**src/rtl/wb_regfile_unit.sv**
```systemverilog
// Writeback stage: selects load/ALU data, commits to the integer or float bank, serves two
// bypassed read ports, and publishes a registered record of the last commit plus a counter.
module wb_regfile_unit #(
    parameter int unsigned XLEN  = 32,
    parameter int unsigned NREGS = 32,
    parameter int unsigned CNT_W = 32
) (
    input  logic             clk,
    input  logic             rst,
    input  logic             wb_reg_write,
    input  logic             wb_freg_write,
    input  logic [4:0]       wb_rd,
    input  logic             wb_mem_to_reg,
    input  logic [XLEN-1:0]  wb_mem_data,
    input  logic [XLEN-1:0]  wb_alu_result,
    input  logic [4:0]       rs1_addr,
    input  logic             rs1_float,
    input  logic [4:0]       rs2_addr,
    input  logic             rs2_float,
    output logic [XLEN-1:0]  rs1_data,
    output logic [XLEN-1:0]  rs2_data,
    output logic [XLEN-1:0]  wb_data,
    output logic             fwd_valid,
    output logic             fwd_float,
    output logic [4:0]       fwd_rd,
    output logic [XLEN-1:0]  fwd_data,
    output logic [CNT_W-1:0] commit_cnt
);

    logic [XLEN-1:0]  int_bank_q [NREGS];
    logic [XLEN-1:0]  fp_bank_q  [NREGS];
    logic             int_we;
    logic             fp_we;
    logic             fwd_valid_q;
    logic             fwd_float_q;
    logic [4:0]       fwd_rd_q;
    logic [XLEN-1:0]  fwd_data_q;
    logic [CNT_W-1:0] cnt_q;

    // Float enable wins when both are raised; integer writes to x0 are dropped entirely.
    always_comb begin
        wb_data = wb_mem_to_reg ? wb_mem_data : wb_alu_result;
        fp_we   = wb_freg_write;
        int_we  = wb_reg_write & ~wb_freg_write & (wb_rd != 5'd0);
    end

    always_comb begin
        rs1_data = '0;
        if (rs1_float) begin
            rs1_data = fp_bank_q[rs1_addr];
        end else if (rs1_addr != 5'd0) begin
            rs1_data = int_bank_q[rs1_addr];
        end
        if ((rs1_addr == wb_rd) && ((fp_we && rs1_float) || (int_we && !rs1_float))) begin
            rs1_data = wb_data;
        end
    end

    always_comb begin
        rs2_data = '0;
        if (rs2_float) begin
            rs2_data = fp_bank_q[rs2_addr];
        end else if (rs2_addr != 5'd0) begin
            rs2_data = int_bank_q[rs2_addr];
        end
        if ((rs2_addr == wb_rd) && ((fp_we && rs2_float) || (int_we && !rs2_float))) begin
            rs2_data = wb_data;
        end
    end

    always_ff @(posedge clk) begin
        if (!rst) begin
            for (int i = 0; i < NREGS; i++) begin
                int_bank_q[i] <= '0;
                fp_bank_q[i]  <= '0;
            end
        end else if (fp_we) begin
            fp_bank_q[wb_rd] <= wb_data;
        end else if (int_we) begin
            int_bank_q[wb_rd] <= wb_data;
        end
    end

    always_ff @(posedge clk) begin
        if (!rst) begin
            fwd_valid_q <= 1'b0;
            fwd_float_q <= 1'b0;
            fwd_rd_q    <= 5'd0;
            fwd_data_q  <= '0;
            cnt_q       <= '0;
        end else begin
            fwd_valid_q <= int_we | fp_we;
            fwd_float_q <= fp_we;
            if (int_we || fp_we) begin
                fwd_rd_q   <= wb_rd;
                fwd_data_q <= wb_data;
                cnt_q      <= cnt_q + CNT_W'(1);
            end
        end
    end

    assign fwd_valid  = fwd_valid_q;
    assign fwd_float  = fwd_float_q;
    assign fwd_rd     = fwd_rd_q;
    assign fwd_data   = fwd_data_q;
    assign commit_cnt = cnt_q;

endmodule

```
**config.mk**
```make
export PLATFORM = sky130hd
export DESIGN_NAME = wb_regfile_unit
export DESIGN_NICKNAME = d
export VERILOG_FILES = /design/src/rtl/wb_regfile_unit.sv
export SDC_FILE = /design/constraint.sdc
export NUM_CORES = 2
export LEC_CHECK = 0
export CAP_MARGIN = 20
export CORE_MARGIN = 2
export CORE_UTILIZATION = 55
export CTS_CLUSTER_SIZE = 25
export DETAILED_ROUTE_END_ITERATION = 16
export PLACE_DENSITY = 0.79
export SETUP_SLACK_MARGIN = 0.5
export SLEW_MARGIN = 20
export SYNTH_ARGS = -nofsm -noshare
export SYNTH_HDL_FRONTEND = slang
export SYNTH_SLANG_ARGS = --single-unit
```
**constraint.sdc**
```tcl
create_clock -name clk -period 7.36 [get_ports clk]
set_clock_uncertainty 0.05 [all_clocks]
set_input_delay 1.472 -clock clk [delete_from_list [all_inputs] [get_ports clk]]
set_output_delay 1.472 -clock clk [all_outputs]
set_load 0.03 [all_outputs]
```
==> out/qor.csv <==
metric,value,unit
status,completed,
cts_tree,built,
cts_setup_buffers,0,
dp_slack,912.2,ps
arrival,5410,ps
ant_nets,0,
cts_hold_buf,0,
cp_common_cell,clkdlybuf4s50_1,
cp.required,5840,ps
cp_slowest_stage_delay,940,ps
critical_path.max_fanout,29,
drt-initial-drc-count,14140,
htreeDepth,4,
yosysWarnings,0,
cts_root_buf,clkbuf_16,
drv_cap,0,
io_buffers,252,
syn-instance-count,7507,
viasPerCell,7.462,
die_w,445.5,µm
setup_slack,432.9,ps
seqPwrFrac,49.1,%
hold_class,reg2reg,
finalHoldWorstSlack,417.6,ps
p_total,0.02895,W
wl,373000,µm
std_cell_rows,162,
seq_area_frac_synth,58.70,%
drv_slew,0,
syn_area,107200,µm²
max_freq,144.4,MHz
slew_headroom,7.916,%
finalCritPeriodShare,94.12,%
period_needed,6927,ps
internal_power,0.02130,W
grt_pass1_vias,76490,
ys_async_sr_fraction,0,%
vias,76190,
drive_above_1_share,23.91,%
comb_power_share,14.6,%
ys_ff_latch,2119,
final_nets,7568,
drt-pass1-iter-count,17,
grt.total_usage,37.61,%
start_util,55.15,%
tightest_slew,1381,ps
powerDensity,240.9,nW/µm²
numCtsBuffers,208,
post_drt_wl_per_cell,36.54,µm
final_area,120200,µm²
avgSynthCellArea,14.28,µm²
synth_cell_types,60,
start_kind,input pin,
synth_flop_cell,edfxtp_1,
p_leak,41.28,nW
clock-sinks,2119,
switchingPower,0.007650,W
pwr-share-clk,36.3,%
post_cts_resize_count,0,
fp.coreArea,194400,µm²
dieArea,198400,µm²
gr-total-overflow,0,
hold_violations,0,
critPathKind,in2out,
mostFrequentLayoutCell,nor2_1,
die_y,445.5,µm
clk_pin_slew,60,ps
post_dp_cell_area,113600,µm²
final_cell_mix,"2,074 x nor2_1, 2,048 x edfxtp_1, 1,052 x mux4_2",
clockBufferDepth,3,
crit_slowest_cell,clkdlybuf4s50_1,
post-route-drc-count,0,
clk_latency,860,ps
grt_start_max_net_pins,118,
grt_first_pass_wirelength,532100,µm
antenna_found_initial,22,
area_growth,12.13,%
crit_path_end_kind,output pin,
tns,0,ps
swShare,26.42,%
setup-violations-final,0,
synth_edf_count,2048,
io_pins,253,
path_cells,"clkdlybuf4s50_1, xnor2_1, nand3_1, a211o_2, nand4_1, o2111ai_1, clkdlybuf4s50_1",
n_fill_cell,13410,
irDropWorstVdd,0.3073,mV
gp_congestion,0.9875,
dp_hpwl,226700,µm
rsz0062_at_grt,no,
[logic make-up (layout without fill, tap and decap cells)]
| kind of cell | Yosys count | after routing | synth area share [%] |
|---|---|---|---|
| muxes | 1297 | 1297 | 24.40 |
| other | 1 | 45 | 0.003498 |
| DFF | 2119 | 2119 | 58.70 |
| AOI/OAI and AO/OA | 541 | 541 | 3.546 |
| xor gates and xnor gates | 17 | 17 | 0.1389 |
| and+or+nand+nor | 2651 | 2651 | 9.802 |
| adders and majority gates | 1 | 1 | 0.01167 |
| buffers and inverters | 880 | 997 | 3.399 |
[Yosys cell counts (all sizes together) (11+ instances only)]
| library cell | number | area [µm²] |
|---|---|---|
| nor2b | 11 | 68.82 |
| or4 | 13 | 97.59 |
| nor2 | 2074 | 7785 |
| edfxtp | 2048 | 61500 |
| inv | 47 | 176.4 |
| dfxtp | 71 | 1421 |
| nand3 | 105 | 525.5 |
| nor3 | 11 | 55.05 |
| a311oi | 28 | 245.2 |
| or3 | 40 | 250.2 |
| nand4 | 36 | 225.2 |
| o2111ai | 35 | 306.5 |
| o31ai | 14 | 105.1 |
| nand2 | 312 | 1171 |
| o221ai | 56 | 490.5 |
| a211oi | 36 | 270.3 |
| buf | 346 | 1637 |
| o22ai | 89 | 556.8 |
| a21oi | 56 | 280.3 |
| nand2b | 11 | 68.82 |
| a22oi | 125 | 938.4 |
| mux2i | 236 | 2362 |
| o21ai | 74 | 370.4 |
| mux4 | 1052 | 23690 |
| xnor2 | 15 | 131.4 |
| clkbuf | 487 | 1831 |
[routing by layer]
layer / wire (µm) / vias up / global-route usage (%)
met5: 170 / - / 0
met1: 103900 / 37120 / 43.82
li1: - / 28740 / -
met3: 64980 / 2199 / 14.09
met4: 35260 / 24 / 27.34
met2: 168700 / 8106 / 57.43
[power groups by stage]
stage                     Sequential (W)  Combinational, W  Clock, W
after CTS                         0.0142           0.00406    0.0105
after global placement            0.0143           0.00399         0
final                             0.0142           0.00422    0.0105
after detailed placement          0.0144           0.00403         0
after floorplan                   0.0143           0.00238         0
after global routing              0.0143           0.00426    0.0109
[through the flow]
stage,std cells,utilization [%]
after detailed placement,9812,58.43
after CTS,10200,61.82
after global placement,9812,58.43
after global routing,10200,61.82
after floorplan,7538,-
final,10210,61.84
[area by class of cell]
| class | count | area [µm²] | share of cell area [%] |
|---|---|---|---|
| inverters | 47 | 183.9 | 0.1530 |
| repair buffers | 566 | 5947 | 4.948 |
| clock inverters | 105 | 955.9 | 0.7953 |
| well taps | 2542 | 3181 | 2.646 |
| diodes | 13 | 32.53 | 0.02706 |
| flip-flops and latches | 2119 | 62920 | 52.35 |
| multi-input cells | 4539 | 41350 | 34.40 |
| clock buffers | 279 | 5634 | 4.687 |
[flip-flops by register name, summed over array words and instances (netlist names)]
name,cells
fwd_rd,5
int_bank_q,1024
fp_bank_q,1024
commit_cnt,32
fwd_data,32
fwd_valid,1
fwd_float,1
[worst max-delay path: cells and delay by family]
family | cells | cell delay [ps]
XOR/XNOR | 1 | 160
buffers and inverters | 2 | 1710
AND/OR/NAND/NOR | 2 | 750
AO/OA/AOI/OAI | 2 | 1260
[worst paths after layout]
check / from / endpoint / slack, ps / depth (start not counted)
max: rs2_addr[4] / rs2_data[3] / 430 / 7
min: fwd_rd[1]$_SDFFE_PN0P_ / fwd_rd[1]$_SDFFE_PN0P_ / 420 / 2
max reg2reg: commit_cnt[11]$_SDFFE_PN0P_ / commit_cnt[19]$_SDFFE_PN0P_ / 4960 / 5
min reg2reg: fwd_rd[1]$_SDFFE_PN0P_ / fwd_rd[1]$_SDFFE_PN0P_ / 420 / 2
No activity file was read; power rests on OpenSTA's default activity.
